**config.mk**
```make
export PLATFORM = sky130hd
export DESIGN_NAME = conv_encoder_213
export DESIGN_NICKNAME = d
export VERILOG_FILES = /design/src/rtl/conv_encoder_213.sv
export SDC_FILE = /design/constraint.sdc
export NUM_CORES = 1
export LEC_CHECK = 0
export CAP_MARGIN = 20
export CORE_MARGIN = 2
export CORE_UTILIZATION = 50
export CTS_BUF_LIST = sky130_fd_sc_hd__clkbuf_2
export DETAILED_ROUTE_END_ITERATION = 10
export GPL_TIMING_DRIVEN = 1
export PLACE_DENSITY = 0.71
export SYNTH_ARGS = -nofsm -noshare
export SYNTH_HDL_FRONTEND = slang
export SYNTH_SLANG_ARGS = --single-unit
```
**constraint.sdc**
```tcl
create_clock -name clock -period 2.05 [get_ports clock]
set_input_delay 0.3075 -clock clock [delete_from_list [all_inputs] [get_ports clock]]
set_output_delay 0.3075 -clock clock [all_outputs]
set_load 0.05 [all_outputs]
```
**src/rtl/conv_encoder_213.sv**
```systemverilog
// Framed (2,1,3) convolutional encoder: one information bit per handshake,
// M zero tail bits per frame, registered symbol output with frame markers.
module conv_encoder_213 #(
    parameter int         FRAME_LEN = 16,
    parameter int         M         = 3,
    parameter logic [3:0] G0        = 4'b1111,
    parameter logic [3:0] G1        = 4'b1101
) (
    input  logic       clock,
    input  logic       reset,
    input  logic       din,
    input  logic       din_valid,
    output logic       din_ready,
    output logic [1:0] rx,
    output logic       rx_valid,
    output logic       seq_ready,
    output logic       frame_done,
    output logic       busy
);

    typedef enum logic [1:0] {IDLE, DATA, TAIL} state_t;

    state_t     state, state_nx;
    logic [2:0] s, s_nx;
    logic [7:0] cnt, cnt_nx;
    logic       accept;
    logic       gen;
    logic       e;
    logic       first;
    logic       last_tail;
    logic [3:0] t;

    assign accept = din_valid && din_ready;
    assign t      = {e, s[0], s[1], s[2]};

    // NOTE: every signal written here gets a default first so no path leaves it
    // unassigned; otherwise synthesis would infer a latch to hold the old value.
    always_comb begin
        state_nx  = state;
        s_nx      = s;
        cnt_nx    = cnt;
        gen       = 1'b0;
        e         = 1'b0;
        first     = 1'b0;
        last_tail = 1'b0;
        case (state)
            IDLE: begin
                if (accept) begin
                    gen   = 1'b1;
                    e     = din;
                    first = 1'b1;
                    if (FRAME_LEN == 1) begin
                        state_nx = TAIL;
                        cnt_nx   = 8'd0;
                    end else begin
                        state_nx = DATA;
                        cnt_nx   = 8'd1;
                    end
                end
            end
            DATA: begin
                if (accept) begin
                    gen = 1'b1;
                    e   = din;
                    if (cnt == 8'(FRAME_LEN - 1)) begin
                        state_nx = TAIL;
                        cnt_nx   = 8'd0;
                    end else begin
                        cnt_nx = cnt + 8'd1;
                    end
                end
            end
            TAIL: begin
                gen = 1'b1;
                if (cnt == 8'(M - 1)) begin
                    state_nx  = IDLE;
                    cnt_nx    = 8'd0;
                    last_tail = 1'b1;
                end else begin
                    cnt_nx = cnt + 8'd1;
                end
            end
            default: state_nx = IDLE;
        endcase
        // New bit enters the LSB so predecessors (j, j+4) map onto (2j, 2j+1).
        if (gen) s_nx = {s[1:0], e};
    end

    // NOTE: sequential state uses non-blocking assignments so every register
    // samples pre-edge values, independent of statement order.
    always_ff @(posedge clock or negedge reset) begin
        if (!reset) begin
            state      <= IDLE;
            s          <= 3'b000;
            cnt        <= 8'd0;
            din_ready  <= 1'b0;
            rx         <= 2'b00;
            rx_valid   <= 1'b0;
            seq_ready  <= 1'b0;
            frame_done <= 1'b0;
            busy       <= 1'b0;
        end else begin
            state      <= state_nx;
            s          <= s_nx;
            cnt        <= cnt_nx;
            din_ready  <= (state_nx != TAIL);
            rx_valid   <= gen;
            seq_ready  <= first;
            frame_done <= last_tail;
            // The last tail symbol is still in flight while the FSM returns to IDLE.
            busy       <= (state_nx != IDLE) || (state == TAIL);
            if (gen) rx <= {^(t & G0), ^(t & G1)};
        end
    end

endmodule

```
== Yosys cells after proc, flatten, opt, wreduce, memory -nomap -nowiden ==
Index checks and enable logic that the tools add are counted.

* Register bits: 20
* Input port bits: 4

* Add/subtract/negate cells: 1
* Eq/ne operators: 7
* Multiplexer cells: 17
* Reduce and logical (&&, ||, !) cells: 9

{| class="wikitable"
|+ Operators by type and width
! operator !! number
|-
| 8-bit 2-to-1 mux || 4
|-
| 8-bit case mux with 3 select lines || 1
|-
| 8-bit by 1-bit adder with 8-bit output (second input constant) || 1
|-
| 8-bit by 2-bit equality test with 1-bit output (second input constant) || 1
|-
| 8-bit by 4-bit equality test with 1-bit output (second input constant) || 1
|-
| 2-bit 2-to-1 mux || 4
|-
| 4-bit parity || 2
|-
| 1-bit 2-to-1 mux || 6
|-
| 2-bit inequality test (second input constant) || 3
|-
| 2-bit case mux with 3 select lines || 1
|-
| 3-bit AND reduction || 1
|-
| 3-bit nonzero test || 1
|-
| 2-bit by 1-bit equality test with 1-bit output (second input constant) || 1
|-
| 2-bit equality test (second input constant) || 1
|-
| 2-bit zero test || 1
|-
| 1-bit case mux with 2 select lines || 1
|-
| 2-bit nonzero test || 1
|-
| 2-bit OR reduction || 1
|-
| 1-bit logical AND || 1
|-
| 1-bit logical OR || 1
|}

== Logic depth before layout (Yosys ltp) ==
Gate-level depths: netlist of run 1.

* Depth after elaboration: 6
* Gate-level depth with buffers: 6

== Worst setup path after synthesis of run 1 ==
Ideal clock, no wire load.

* Path type: flip-flop to flip-flop
* Start: register cnt[0]
* End: register cnt[4]
* Setup time: 116 ps
* Arrival: 1,676 ps
* Data required time: 1,934 ps
* Path slack: 258 ps
* Stages on the path, launching flop included: 6
* Cell sequence: dfrtp_1 -> ha_1 -> and3_1 -> a21boi_0 -> o21ai_2 -> o311ai_0

* Longest elaborated chain between the ends: 4
* Elaborated cells between the ends (all ways): 7

{| class="wikitable"
|+ Ends and longest elaborated chain
! item !! line !! source
|-
| start: declaration || 25 || <nowiki>logic [7:0] cnt, cnt_nx;</nowiki>
|-
| start signal: assignment || 105 || <nowiki>cnt <= cnt_nx;</nowiki>
|-
| 8-bit by 1-bit adder with 8-bit output or 8-bit by 4-bit equality test with 1-bit output (tied branches) || 69, 80, 65 ||
|-
| 8-bit 2-to-1 mux || 65 || <nowiki>if (cnt == 8'(FRAME_LEN - 1)) begin</nowiki>
|-
| 8-bit 2-to-1 mux || 62 || <nowiki>if (accept) begin</nowiki>
|-
| 8-bit case mux with 3 select lines * || 46 || <nowiki>case (state)</nowiki>
|}

Every way passes the cells marked *; elsewhere a longest branch is shown, timed or not. The select of a mux whose other input is x is not followed.
A chain may end at the register's enable or synchronous reset.

== Worst setup path in the final report of run 1 ==
* Start: register cnt[4]
* End: register busy

* Longest elaborated chain between the ends: 6
* Elaborated cells between the ends (all ways): 8

{| class="wikitable"
|+ Ends and longest elaborated chain
! item !! line !! source
|-
| 8-bit by 4-bit equality test with 1-bit output || 65 ||
|-
| 2-bit 2-to-1 mux || 65 ||
|-
| 2-bit 2-to-1 mux || 62 ||
|-
| 2-bit case mux with 3 select lines * || 46 ||
|-
| net state_nx[1] || 23 || <nowiki>state_t state, state_nx;</nowiki>
|-
| 2-bit nonzero test * || 111 || <nowiki>busy <= (state_nx != IDLE) || (state == TAIL);</nowiki>
|-
| 1-bit logical OR * || 111 ||
|-
| end signal: assignment || 111 ||
|-
| end: declaration || 18 || <nowiki>output logic busy</nowiki>
|}

Mark *: on every way through the listed nets, which the timed path passes. The rest lies on a longest branch.

==> results of run 1 <==
[cells by family after synthesis]
family / synth area share, %
multiplexers: 0.893
AO/OA/AOI/OAI: 24.7
AND/OR/NAND/NOR: 17.4
XOR/XNOR: 1.56
flip-flops: 44.6
adder cells (fa/ha/maj): 6.70
buffers and inverters: 4.13
[registers in the layout, indices dropped and copies added (netlist names)]
name	cells
rx	2
frame_done	1
rx_valid	1
din_ready	1
seq_ready	1
busy	1
s	3
state	2
cnt	8
[synth_stat cells]
master / instances
inv_1: 9
nand3_1: 4
o31ai_1: 1
a31oi_4: 1
o2111ai_1: 5
clkbuf_1: 2
and3_1: 2
o21a_1: 2
a41o_2: 1
o21ai_0: 6
a31oi_1: 1
nand2b_1: 1
a221o_1: 1
nor3_1: 2
o211ai_1: 5
xnor2_1: 2
a41oi_1: 1
or2b_1: 1
nand3b_1: 1
ha_1: 6
nor4_4: 1
buf_2: 1
a211o_1: 1
o21ai_2: 1
dfrtp_1: 20
mux2i_1: 1
a21o_1: 1
a21oi_1: 1
o311ai_0: 1
a21boi_0: 1
o311a_4: 1
or3_1: 1
a2111oi_0: 2
nor2_1: 6
nand2_1: 15
and2_1: 4
[stage by stage]
step                      power, µW  hold WS [ns]  utilization, %  worst slack (ns)  instance area (µm²)
after floorplan                 928        0.0119               -             0.258                 1120
after global placement         1100         0.464            59.4             0.132                 1290
after detailed placement       1110         0.484            59.4            0.0873                 1290
after CTS                      1420         0.296            61.5            0.0937                 1330
after global routing           1480         0.303            61.5            0.0305                 1330
final                          1410         0.291            61.5            0.0833                 1330
[worst max path at each step]
stage	depth (start not counted)	end	start
after floorplan	5	cnt[4]$_DFFE_PN0P_	cnt[0]$_DFFE_PN0P_
after global placement	4	busy$_DFF_PN0_	cnt[4]$_DFFE_PN0P_
after detailed placement	6	rx[1]$_DFFE_PN0P_	din_valid
after CTS	4	busy$_DFF_PN0_	cnt[4]$_DFFE_PN0P_
after global routing	4	busy$_DFF_PN0_	cnt[4]$_DFFE_PN0P_
final	4	busy$_DFF_PN0_	cnt[4]$_DFFE_PN0P_
[final cells by class]
cell class                      instances  area (µm²)
Multi-Input combinational cell         80         574
Sequential cell                        20         500
Fill cell                             193         836
Clock buffer                            3        15.0
Tap cell                               28        35.0
Inverter                                9        33.8
Timing Repair Buffer                   16         145
Clock inverter                          1        30.0
[layer usage]
metal	wire length (µm)	vias to the layer above	track usage [%]
li1	-	442	-
met1	1070	430	26.7
met2	1140	31	32.5
met3	125	2	4.09
met4	17	0	6.58
met5	0	-	0
[critical path, stage by stage (launching register included)]
cell and delay [ns]:
dfrtp_1 0.51, nor4_4 0.49, a31oi_4 0.24, o311a_4 0.41, a211o_1 0.22
[power breakdown]
part / switching [µW] / internal [µW] / leakage (µW) / total (µW)
Clock: 131 / 168 / 0.0000266 / 299
Combinational: 360 / 213 / 0.000282 / 573
Sequential: 64.4 / 471 / 0.000258 / 535
Total: 556 / 852 / 0.000566 / 1410
==> flow_metrics.py, run 1 <==
metrics = {
    "status": {
        "status": "finished, final reports clean",
    },
    "timing": {
        "fin_setup_tns_ns": 0,
        "hold_violations": 0,
        "maxSlewHeadroom_pct": 66.4,
        "finalCritPeriodShare_pct": 95.9,
        "maxSlewViolCount": 0,
        "rsz0062_at_grt": "no",
        "skew_ns": 0.0115,
        "timing.fmax_ghz": 0.508,
        "period_minus_slack_ns": 1.97,
        "worst_pin_slew_ns": 0.502,
        "setup_viol": 0,
    },
    "drt": {
        "via_per_inst": 5.76,
        "drc": 0,
        "wl_um": 2350,
        "drtIter0Drc": 22,
        "vias": 905,
        "antenna_left": 0,
        "wl_per_cell_um": 14.9,
        "drt_first_pass_iters": 4,
    },
    "floorplanning": {
        "die-area_um2": 2640,
        "initial_core_util_pct": 51.7,
        "rows": 17,
        "pin_count": 11,
        "core_region_area_um2": 2170,
        "die_y_um": 51.4,
        "die_w_um": 51.4,
    },
    "pwr": {
        "cellLeakagePower_uw": 0.000566,
        "p_per_area_nw_per_um2": 1060,
        "ir_worst_vdd_v": 0.000638,
    },
    "cts": {
        "cts_tree": "built",
        "root_buffer": "clkbuf_2",
        "ctsHoldBuffers": 0,
        "cts-resized-gates": 0,
        "clock_path_buffers": 2,
        "post_cts_buffers": 0,
        "cts_made_buffers": 3,
        "clk_pin_slew_ns": 0.22,
        "clk_latency_ns": 0.32,
        "clock-sinks": 20,
        "h-tree-depth": 1,
    },
    "final_layout": {
        "final_common_cell": "dfrtp_1",
        "layout-drive-gt1-share_pct": 11.6,
        "nets": 140,
        "antennaDiodeCount": 0,
        "area_growth_pct": 19.0,
        "final_cell_mix": "dfrtp_1 (20), nand2_1 (15), clkdlybuf4s50_1 (10)",
        "stdcell_count": 157,
    },
    "yosys": {
        "avgSynthCellArea_um2": 10.0,
        "syn-num-nets": 122,
        "synth.distinct_cells": 36,
        "synth_area_um2": 1120,
        "synth_seq_cells": 20,
        "syn-instance-count": 112,
        "yosys_warnings": 0,
        "synth_top_cells_by_area": "dfrtp_1 (45%), ha_1 (6.7%), nand2_1 (5.0%)",
        "netlist.area_leader.share_pct": 44.6,
        "yosys.area.top_type": "dfrtp_1",
        "seq_area_frac_synth_pct": 44.6,
    },
    "worst_setup_path": {
        "worstPathRequired_ns": 2.28,
        "r2r_cells": 4,
        "rr_endpoint": "busy$_DFF_PN0_",
        "start_kind": "flip-flop",
        "timing.rr.start": "cnt[4]$_DFFE_PN0P_",
        "r2r_slack_ns": 0.08,
        "worst_setup_path_end_kind": "flip-flop",
        "path_max_fanout": 10,
        "arrival_ns": 2.19,
        "crit_type": "reg2reg",
    },
    "placed_design": {
        "place_congestion": 0.853,
        "dp_hpwl_um": 1660,
        "numPlacedInstances": 153,
        "port_buffers": 10,
    },
    "global_route": {
        "grt_max_degree": 21,
        "grt-ovfl-total": 0,
        "grt_pass1_vias": 854,
        "gr-usage-all-layers_pct": 20.0,
        "grt_pass1_wl_um": 3890,
        "antenna_found_initial": 0,
    },
    "job": {
        "maxCapViolCount": 0,
    },
    "worst_hold_path": {
        "hp-class": "in2async",
    },
}
Power figures use the tool's default switching activity.
==> run 2: changes to the inputs <==
SLEW_MARGIN = 20   (was unset)
TNS_END_PERCENT = 50   (was unset)
==> results of run 2 <==
Final layout, timing and power as in run 1 (identical DEF).
==> run 3: changes to the inputs <==
CAP_MARGIN = unset   (was 20)
CTS_CLUSTER_SIZE = 24   (was unset)
==> results of run 3 <==
Final layout, timing and power as in run 1 (identical DEF).
